**src/rtl/btb_predictor_pkg.sv**
```systemverilog
// Shared types and constants for the branch target buffer.
// The direction counter encoding is named so that the table and the
// training logic speak the same language: the MSB is the taken prediction.
package btb_predictor_pkg;

    typedef logic [31:0] word_t;

    typedef enum logic [1:0] {
        STRONG_NT = 2'b00,
        WEAK_NT   = 2'b01,
        WEAK_T    = 2'b10,
        STRONG_T  = 2'b11
    } bpctr_t;

    localparam int    BTB_CTR_W = 2;
    localparam word_t PC_STEP   = 32'd4;

    // Sequential fall-through PC; the carry out of bit 31 is dropped on purpose.
    function automatic word_t next_seq_pc(input word_t pc);
        return pc + PC_STEP;
    endfunction

endpackage

```
**src/rtl/btb_predictor_sat_counter.sv**
```systemverilog
// Saturating up/down counter next-value logic.
// Pure combinational: the caller owns the storage and decides when to write.
module sat_counter #(
    parameter int CTR_W = 2
) (
    input  logic [CTR_W-1:0] ctr,
    input  logic             inc,
    output logic [CTR_W-1:0] next_ctr
);

    // Step toward the requested direction, holding at all-ones or zero.
    always_comb begin
        next_ctr = ctr;
        if (inc) begin
            if (ctr != {CTR_W{1'b1}}) begin
                next_ctr = ctr + {{(CTR_W-1){1'b0}}, 1'b1};
            end else begin
                next_ctr = ctr;
            end
        end else begin
            if (ctr != {CTR_W{1'b0}}) begin
                next_ctr = ctr - {{(CTR_W-1){1'b0}}, 1'b1};
            end else begin
                next_ctr = ctr;
            end
        end
    end

endmodule

```
**src/rtl/btb_predictor.sv**
```systemverilog
// Direct-mapped branch target buffer with per-entry saturating direction
// counters. Fetch looks up curr_pc combinationally; EX trains the table one
// resolved branch per cycle; invalidate flushes every valid bit. The table is
// kept as separate field arrays so each field can be written independently.
module btb_predictor
    import btb_predictor_pkg::*;
#(
    parameter int               ENTRIES   = 4,
    parameter int               CTR_W     = BTB_CTR_W,
    parameter logic [CTR_W-1:0] CTR_ALLOC = 2'b10,
    parameter logic [CTR_W-1:0] CTR_RESET = 2'b01
) (
    input  logic  CLK,
    input  logic  nRST,
    input  word_t curr_pc,
    output word_t bp_pc,
    output logic  bp_hit,
    output logic  bp_taken,
    input  logic  update_en,
    input  word_t update_pc,
    input  word_t update_target,
    input  logic  update_taken,
    input  logic  invalidate
);

    localparam int IDX_W = $clog2(ENTRIES);
    localparam int TAG_W = 30 - IDX_W;

    // Table storage
    logic             valid_r  [ENTRIES];
    logic [TAG_W-1:0] tag_r    [ENTRIES];
    word_t            target_r [ENTRIES];
    logic [CTR_W-1:0] ctr_r    [ENTRIES];

    // Lookup side
    logic [IDX_W-1:0] lk_idx_s;
    logic [TAG_W-1:0] lk_tag_s;
    logic             lk_hit_s;
    logic             lk_taken_s;

    // Update side
    logic [IDX_W-1:0] up_idx_s;
    logic [TAG_W-1:0] up_tag_s;
    logic             up_hit_s;
    logic [CTR_W-1:0] up_ctr_s;
    logic [CTR_W-1:0] up_ctr_next_s;
    logic             do_train_s;
    logic             do_alloc_s;

    // The byte offset of a PC never selects anything; fold it away explicitly.
    logic             unused_pc_bits_s;
    assign unused_pc_bits_s = ^{curr_pc[1:0], update_pc[1:0]};

    // Split both PCs into table index and tag.
    always_comb begin
        lk_idx_s = curr_pc[IDX_W+1:2];
        lk_tag_s = curr_pc[31:IDX_W+2];
        up_idx_s = update_pc[IDX_W+1:2];
        up_tag_s = update_pc[31:IDX_W+2];
    end

    // Zero-latency prediction from the current (pre-update) table contents.
    always_comb begin
        lk_hit_s   = valid_r[lk_idx_s] && (tag_r[lk_idx_s] == lk_tag_s);
        lk_taken_s = lk_hit_s && ctr_r[lk_idx_s][CTR_W-1];
        bp_hit     = lk_hit_s;
        bp_taken   = lk_taken_s;
        if (lk_taken_s) begin
            bp_pc = target_r[lk_idx_s];
        end else begin
            bp_pc = next_seq_pc(curr_pc);
        end
    end

    // Classify the resolved branch: train an existing entry or allocate a new one.
    // A flush in the same cycle suppresses both, so the flush always wins.
    always_comb begin
        up_hit_s   = valid_r[up_idx_s] && (tag_r[up_idx_s] == up_tag_s);
        up_ctr_s   = ctr_r[up_idx_s];
        do_train_s = 1'b0;
        do_alloc_s = 1'b0;
        if (update_en && !invalidate) begin
            do_train_s = up_hit_s;
            do_alloc_s = !up_hit_s && update_taken;
        end else begin
            do_train_s = 1'b0;
            do_alloc_s = 1'b0;
        end
    end

    // Single shared counter stepper for the training path.
    sat_counter #(
        .CTR_W (CTR_W)
    ) u_sat_counter (
        .ctr      (up_ctr_s),
        .inc      (update_taken),
        .next_ctr (up_ctr_next_s)
    );

    // Table write port: reset, flush, train or allocate.
    always_ff @(posedge CLK or negedge nRST) begin
        if (!nRST) begin
            for (int i = 0; i < ENTRIES; i++) begin
                valid_r[i]  <= 1'b0;
                tag_r[i]    <= {TAG_W{1'b0}};
                target_r[i] <= 32'h0000_0000;
                ctr_r[i]    <= CTR_RESET;
            end
        end else if (invalidate) begin
            // Tags and targets are left alone; with valid cleared they are dead.
            for (int i = 0; i < ENTRIES; i++) begin
                valid_r[i] <= 1'b0;
                ctr_r[i]   <= CTR_RESET;
            end
        end else begin
            if (do_train_s) begin
                ctr_r[up_idx_s] <= up_ctr_next_s;
                // A not-taken outcome says nothing about where the branch goes.
                if (update_taken) begin
                    target_r[up_idx_s] <= update_target;
                end
            end
            if (do_alloc_s) begin
                valid_r[up_idx_s]  <= 1'b1;
                tag_r[up_idx_s]    <= up_tag_s;
                target_r[up_idx_s] <= update_target;
                ctr_r[up_idx_s]    <= CTR_ALLOC;
            end
        end
    end

endmodule

```
**config.mk**
```make
export PLATFORM = sky130hd
export DESIGN_NAME = btb_predictor
export DESIGN_NICKNAME = d
export VERILOG_FILES = /design/src/rtl/btb_predictor_pkg.sv /design/src/rtl/btb_predictor_sat_counter.sv /design/src/rtl/btb_predictor.sv
export SDC_FILE = /design/constraint.sdc
export NUM_CORES = 1
export LEC_CHECK = 0
export BUFFER_PORTS_ARGS = -buffer_cell sky130_fd_sc_hd__buf_4
export CORE_MARGIN = 1
export CORE_UTILIZATION = 40
export DETAILED_ROUTE_END_ITERATION = 8
export PLACE_DENSITY = 0.7
export SYNTH_ARGS = -nofsm -noshare
export SYNTH_HDL_FRONTEND = slang
export SYNTH_SLANG_ARGS = --single-unit
```
**constraint.sdc**
```tcl
create_clock -name CLK -period 4.6 [get_ports CLK]
set_input_delay 0.92 -clock CLK [delete_from_list [all_inputs] [get_ports CLK]]
set_output_delay 0.92 -clock CLK [all_outputs]
set_load 0.01 [all_outputs]
```
==> results of run 1 <==
==> per-stage QoR <==
| step | hold WS, ns | TNS [ns] | setup slack (ns) | cells |
|---|---|---|---|---|
| after CTS | 0.503 | 0 | 0.0325 | 1575 |
| after global routing | 0.510 | -0.00836 | -0.00836 | 1577 |
| after global placement | 0.482 | -3.88 | -0.193 | 1526 |
| after floorplan | 0.474 | 0 | 0.370 | 965 |
| after detailed placement | 0.490 | -3.68 | -0.195 | 1526 |
| final | 0.496 | 0 | 0.142 | 1578 |
==> state kept, by name, summed over array words and instances (netlist names) <==
name	count
target_r	128
tag_r	112
ctr_r	8
valid_r	4
==> cells in the final DEF, fill, tap and decap left out, types with 3 or more instances in the layout <==
cell type and n:
nor2b_1 4, a211o_1 4, nand2_1 43, mux4_2 80, a21oi_1 7, mux2_4 9, clkbuf_1 7, o22ai_1 4
nand2b_1 7, nand3b_1 3, buf_12 13, clkinv_2 5, xnor2_1 59, inv_1 9, xor2_1 21, buf_4 159
and3_1 5, mux2i_1 23, nand3_1 15, nor2_1 21, nand3_2 3, bufinv_16 5, nor4_2 5, dfrtp_1 248
diode_2 3, o21ai_0 24, clkbuf_8 4, dfstp_2 4, mux2_2 247, clkbuf_16 27, nor3_1 6, nand4_1 18
==> worst max-delay path, cell delays in order <==
cell and delay [ns]:
buf_8 0.17, buf_12 0.17, mux4_2 0.56, xnor2_2 0.22
nand4_1 0.17, nor4_4 0.36, and3_4 0.27, buf_12 0.17
mux2_2 0.37, buf_4 0.15
==> layer usage <==
layer | track usage (%) | vias to the layer above | wire [um]
met4 | 6.00 | 2 | 651
met3 | 4.11 | 42 | 2010
met1 | 27.7 | 4523 | 15100
met2 | 33.4 | 230 | 17100
li1 | - | 3881 | -
met5 | 0 | - | 17
==> what timing repair did <==
item | CTS | global route
pin swaps | 0 | 2
setup endpoints to repair | 31 | 27
hold buffers | 0 | 0
resized for setup | 3 | 8
==> worst max-delay path by stage <==
stage	from	endpoint	slack [ns]
floorplan	curr_pc[2]	bp_pc[10]	0.37
global placement	curr_pc[2]	bp_pc[3]	-0.19
detailed placement	curr_pc[2]	bp_pc[3]	-0.20
CTS	curr_pc[2]	bp_pc[3]	0.03
global route	curr_pc[2]	bp_pc[29]	-0.008
finish	curr_pc[2]	bp_pc[3]	0.14
==> synthesized netlist by cell type, types with 10 or more instances <==
master	count	area (um^2)
mux4_2	80	1800
buf_2	11	55.1
nand4_1	18	113
buf_6	10	113
mux2i_1	23	230
nand2_1	43	161
xnor2_1	61	534
nand3_1	17	85.1
xor2_1	21	184
mux2_2	247	2780
o21ai_0	24	120
nor2_1	22	82.6
dfrtp_1	248	6210
clkbuf_1	22	82.6
==> cell type report <==
| cell class | instances | area share (%) |
|---|---|---|
| Multi-Input combinational cell | 643 | 42.5 |
| Antenna cell | 3 | 0.0462 |
| Clock buffer | 38 | 4.66 |
| Sequential cell | 252 | 38.8 |
| Tap cell | 448 | 3.45 |
| Timing Repair Buffer | 174 | 9.13 |
| Clock inverter | 11 | 1.20 |
| Inverter | 9 | 0.208 |
==> power by group through the flow <==
stage | clock network [uW] | logic (uW) | registers, uW
3_3_place_gp | 0 | 1470 | 3000
6_report | 2330 | 1510 | 3010
3_5_place_dp | 0 | 1510 | 3040
5_1_grt | 2470 | 1620 | 3070
4_1_cts | 2380 | 1520 | 3000
2_1_floorplan | 0 | 1080 | 2930
==> kinds of logic (layout without fill, tap and decap cells) <==
| group | after synthesis | after routing | share of synthesized area, % |
|---|---|---|---|
| AO/OA/AOI/OAI | 51 | 51 | 2.45 |
| AND/OR/NAND/NOR | 146 | 146 | 5.73 |
| buffers and inverters | 70 | 232 | 2.94 |
| multiplexers | 361 | 361 | 36.7 |
| flip-flops | 252 | 252 | 46.6 |
| other | 0 | 3 | 0 |
| XOR/XNOR | 82 | 82 | 5.30 |
| adder cells (fa/ha/maj) | 3 | 3 | 0.240 |
==> metrics, run 1 <==
post-CTS repair timing setup buffer count 0; Post-DP Area ~0.015 mm^2; Multi-input gate area between 0.006 and 0.007 mm^2; arrival time at the worst endpoint around 3.5 ns; cell depth of the worst flop-to-flop path 8; # H-tree levels 1; final setup fails 0; sequential area share after synthesis a little under half; worst-path fanout max 20; Final min period around 4.5 ns; Seq. cell area roughly 0.0063 mm^2; Async S/R FF share, synth 100%; Worst VDD drop 267 uV; Final Cycle Share 96.9%; vias after detailed routing slightly below 9,000; post-route ant nets 0; largest buffer count on any clock path 3; FF-to-FF End tag_r[5]; Die H about 190 um; GRT overflow 0; Layout fillers about 2,900; Sequential Power Share 44.0%; LEAKAGE about 0.0069 uW; Ys Warns 0; Rel. slew slack between 20% and 30%; largest net degree at the start of global routing 131; DRC viols 6; dpl hpwl around 24,000 um; Comb pwr share 22.0%; NetSw ~1800 uW; Worst Hold Class in2async; Syn Inst Count 965; reg2reg setup slack between 1.5 and 2 ns; Num CTS Buffers 27; internal power ~5000 uW; EDFF count, synth 0; CTS sink count around 250; Synth Net Count approximately 1,100; Critical Path End Type output pin; Final Hold Fails 0; post-synth cell types 53; status complete, but fails checks; antenna violations before repair 4; cell area after synthesis 0.0135 mm^2; total track usage roughly a fifth; full die area 0.0346 mm^2; RePlAce Congestion 0.817; Routed WL between 30,000 and 40,000 um; # rows 67; CTS tree yes; critical path class in2out; WP data required ~3.7 ns; Pins Over Slew Limit 0; I/O pins around 140; wire length of the first global-routing pass between 50,000 and 60,000 um; ys flop type dfrtp_1; startpoint types primary input; Clock Latency Late Sink 0.56 ns; max_cap viols 0; Post-Route Utilization about 49%; Starting DRT DRC Count between 400 and 500; Via density approximately 5.5; Port-buffer cells between 100 and 150; sw frac 26.1%; CTS Root Cell clkbuf_16; skew final 0.0216 ns; share of layout cells above drive strength 1 approximately half; r2r startpoint tag_r[55]; clock network fraction of design power between 30% and 40%; Layout Nets between 1,000 and 1,500; failing checks DRC; initial core utilization between 40% and 50%; routed len/inst around 22 um; overall power just under 7000 uW; Worst-path clk slew 0.06 ns; drt pass-1 iters 7; #FFs+latches synth around 250; Slew @ Worst Pin between 1 and 1.5 ns; Layout area overhead 20.1%; power density of the placed cells ~420 mW/mm^2; Max Freq about 220 MHz; Finished Cell Area 0.0163 mm^2; Die W around 190 um; Synth Area per Inst 14.0 um^2; vias in the first global route about 9,000; Core Box Area about 0.033 mm^2
(Power assumes the default switching activity.)
==> run 2, diff against run 1 <==
--- a/config.mk
+++ b/config.mk
@@ -12,4 +12,5 @@
 export PLACE_DENSITY = 0.7
 export SYNTH_ARGS = -nofsm -noshare
 export SYNTH_HDL_FRONTEND = slang
+export SYNTH_HIERARCHICAL = 1
 export SYNTH_SLANG_ARGS = --single-unit
==> metrics, run 2 <==
status complete, no violations; EDFF count, synth 0; Critical Path End Type output pin; Crit-path slowest cell mux2_2; Clock Latency Late Sink roughly 0.56 ns; Slew @ Worst Pin 0.936 ns; Final Hold Fails 0; Ys Warns 6; leading cell type in the layout, fill and taps excluded dfrtp_1; share of layout cells above drive strength 1 51.6%; cell mode on critical path buf_4; ys flop type dfrtp_1; largest net degree at the start of global routing between 100 and 150; worst-path fanout max 27; cell depth of the worst flop-to-flop path 7; Seq. cell area roughly 0.0063 mm^2; post-synth cell types 61; crit-path max cell delay ~0.37 ns; # H-tree levels 1; Starting DRT DRC Count approximately 580; post-synth top area cell dfrtp_1; initial core utilization between 40% and 50%; CTS Root Cell clkbuf_16; vias in the first global route 9,509; Syn Inst Count about 980; Num CTS Buffers 29; #FFs+latches synth approximately 250; antenna violations before repair 1; Max Freq ~220 MHz; Largest regs target_r: 128 flops, tag_r: 112 flops, ctr_r: 8 flops; full die area roughly 0.036 mm^2; Synth Net Count between 1,000 and 1,500; # rows slightly below 70; critical path class in2out; DRC viols 0; Layout area overhead 18.0%; cell area after synthesis around 0.014 mm^2; I/O pins about 140; Final Cycle Share between 90 and 100%; max_cap viols 0; share of the synthesized area in the top cell type 43.9%; power density of the placed cells about 430 mW/mm^2; GRT overflow 0; RSZ-0062 raised after global routing false; Final min period ~4.5 ns; Port-buffer cells 132; RePlAce Congestion between 0.8 and 0.9; Routed WL 37,100 um; wire length of the first global-routing pass about 58,000 um; FF-to-FF End tag_r[0]; skew final 0.0197 ns; sequential area share after synthesis 44.6%; Setup TNS 0 ns; Top reg by flops target_r; NetSw 1900 uW; drt pass-1 iters 5; # placed instances ~1,500; Worst-path clk slew ~0.060 ns; startpoint types primary input; dpl hpwl between 20,000 and 30,000 um; Comb pwr share 23.2%; ranking of synthesized cells by area dfrtp_1, mux2_2, mux2_4, mux4_2, xnor2_1; Layout Nets 1,217; reg2reg setup slack 1.49 ns; sw frac between 20% and 30%; routed len/inst 23.3 um; Async S/R FF share, synth 100%; Largest register FFs 128; Final Non-Filler Cells 1,594; Via density between 5 and 6; internal power around 5200 uW; r2r startpoint tag_r[2]; largest buffer count on any clock path 3; most frequent cells after synthesis dfrtp_1, mux2_2, mux2_4; most frequent cells in the layout dfrtp_1, mux2_2, buf_4, mux2_4, mux4_2; Multi-input gate area 0.00744 mm^2; Worst VDD drop around 280 uV; Rel. slew slack a little under two fifths; Synth Area per Inst between 10 and 15 um^2; CTS sink count about 250; post-route ant nets 0; most common cell in the synthesized netlist dfrtp_1; vias after detailed routing 8,999; total track usage 20.8%; crit-path cells buf_6, buf_4, mux2i_1, xor2_1, nand4_1, nor3_1, o2111ai_2, nor2b_4, buf_4, mux2_2, buf_4; Core Box Area approximately 0.035 mm^2; CTS tree yes; Die H 190 um; Worst Hold Class in2async; Pins Over Slew Limit 0; WP data required between 3 and 4 ns; clock network fraction of design power about a third; LEAKAGE approximately 0.0072 uW; Layout fillers about 3,000; Die W around 190 um; Sequential Power Share ~43%; final setup fails 0; arrival time at the worst endpoint approximately 3.6 ns
## run 2: kinds of logic (layout without fill, tap and decap cells)
family / after synthesis / count (layout) / share of synthesized area (%)
buf+inv: 77 / 234 / 3.10
flops: 252 / 252 / 44.6
fa+ha+maj: 3 / 3 / 0.248
mux: 389 / 389 / 39.1
other cells: 0 / 1 / 0
simple gates: 120 / 120 / 4.45
compound gates: 57 / 57 / 3.41
xor+xnor: 83 / 83 / 5.14
## run 2: layout make-up
cell class              count  share of cell area (%)
clock buffers              38                    4.91
flip-flops and latches    252                    37.8
repair buffers            167                    7.85
diodes                      1                  0.0150
well taps                 455                    3.41
multi-input cells         652                    44.6
clock inverters            16                    1.18
inverters                  13                   0.292
## run 2: worst max-delay path: cells and delay by family
family                 cells  cell delay [ns]
multiplexers               2             0.60
AND/OR/NAND/NOR            3             0.63
XOR/XNOR                   1             0.28
buffers and inverters      4             0.91
AO/OA/AOI/OAI              1             0.20
## run 2: metal layers
layer	part of all wire, %	GRT usage, %
met1	43	28.2
met5	0.035	0
met3	6.7	4.46
met4	2.7	6.20
met2	47	33.5
## run 2: worst max-delay path by stage
stage / startpoint / endpoint / slack (ns) / cells past startpoint
after floorplan: curr_pc[2] / bp_pc[23] / 0.23 / 11
after global placement: curr_pc[2] / bp_pc[10] / 0.01 / 11
after detailed placement: curr_pc[2] / bp_pc[12] / 0.04 / 10
after CTS: curr_pc[2] / bp_pc[12] / 0.04 / 10
after global routing: curr_pc[2] / bp_pc[10] / 0.02 / 12
final: curr_pc[3] / bp_pc[11] / 0.1 / 11
## run 2: repair_timing
| action | 4_1_cts | 5_1_grt |
|---|---|---|
| hold buffers | 0 | 0 |
| endpoints found under the setup margin | 0 | 31 |
| setup buffers | 0 | 0 |
| gates resized for setup | 0 | 5 |
## run 2: through the flow
step	setup slack [ns]	util, %	area (um^2)	total power, uW	hold WS, ns
after global placement	0.0142	45.2	15700	4640	0.483
after global routing	0.0166	48.2	16700	7430	0.518
after floorplan	0.225	-	14100	4180	0.475
after detailed placement	0.0377	45.2	15700	4700	0.492
after CTS	0.0352	48.1	16700	7160	0.486
final	0.0990	48.2	16700	7110	0.409
## run 2: power groups by stage
stage | logic [uW] | clock network [uW] | registers, uW
after floorplan | 1220 | 0 | 2950
after global placement | 1610 | 0 | 3030
after detailed placement | 1650 | 0 | 3060
after CTS | 1660 | 2480 | 3030
after global routing | 1760 | 2570 | 3100
final | 1650 | 2430 | 3030
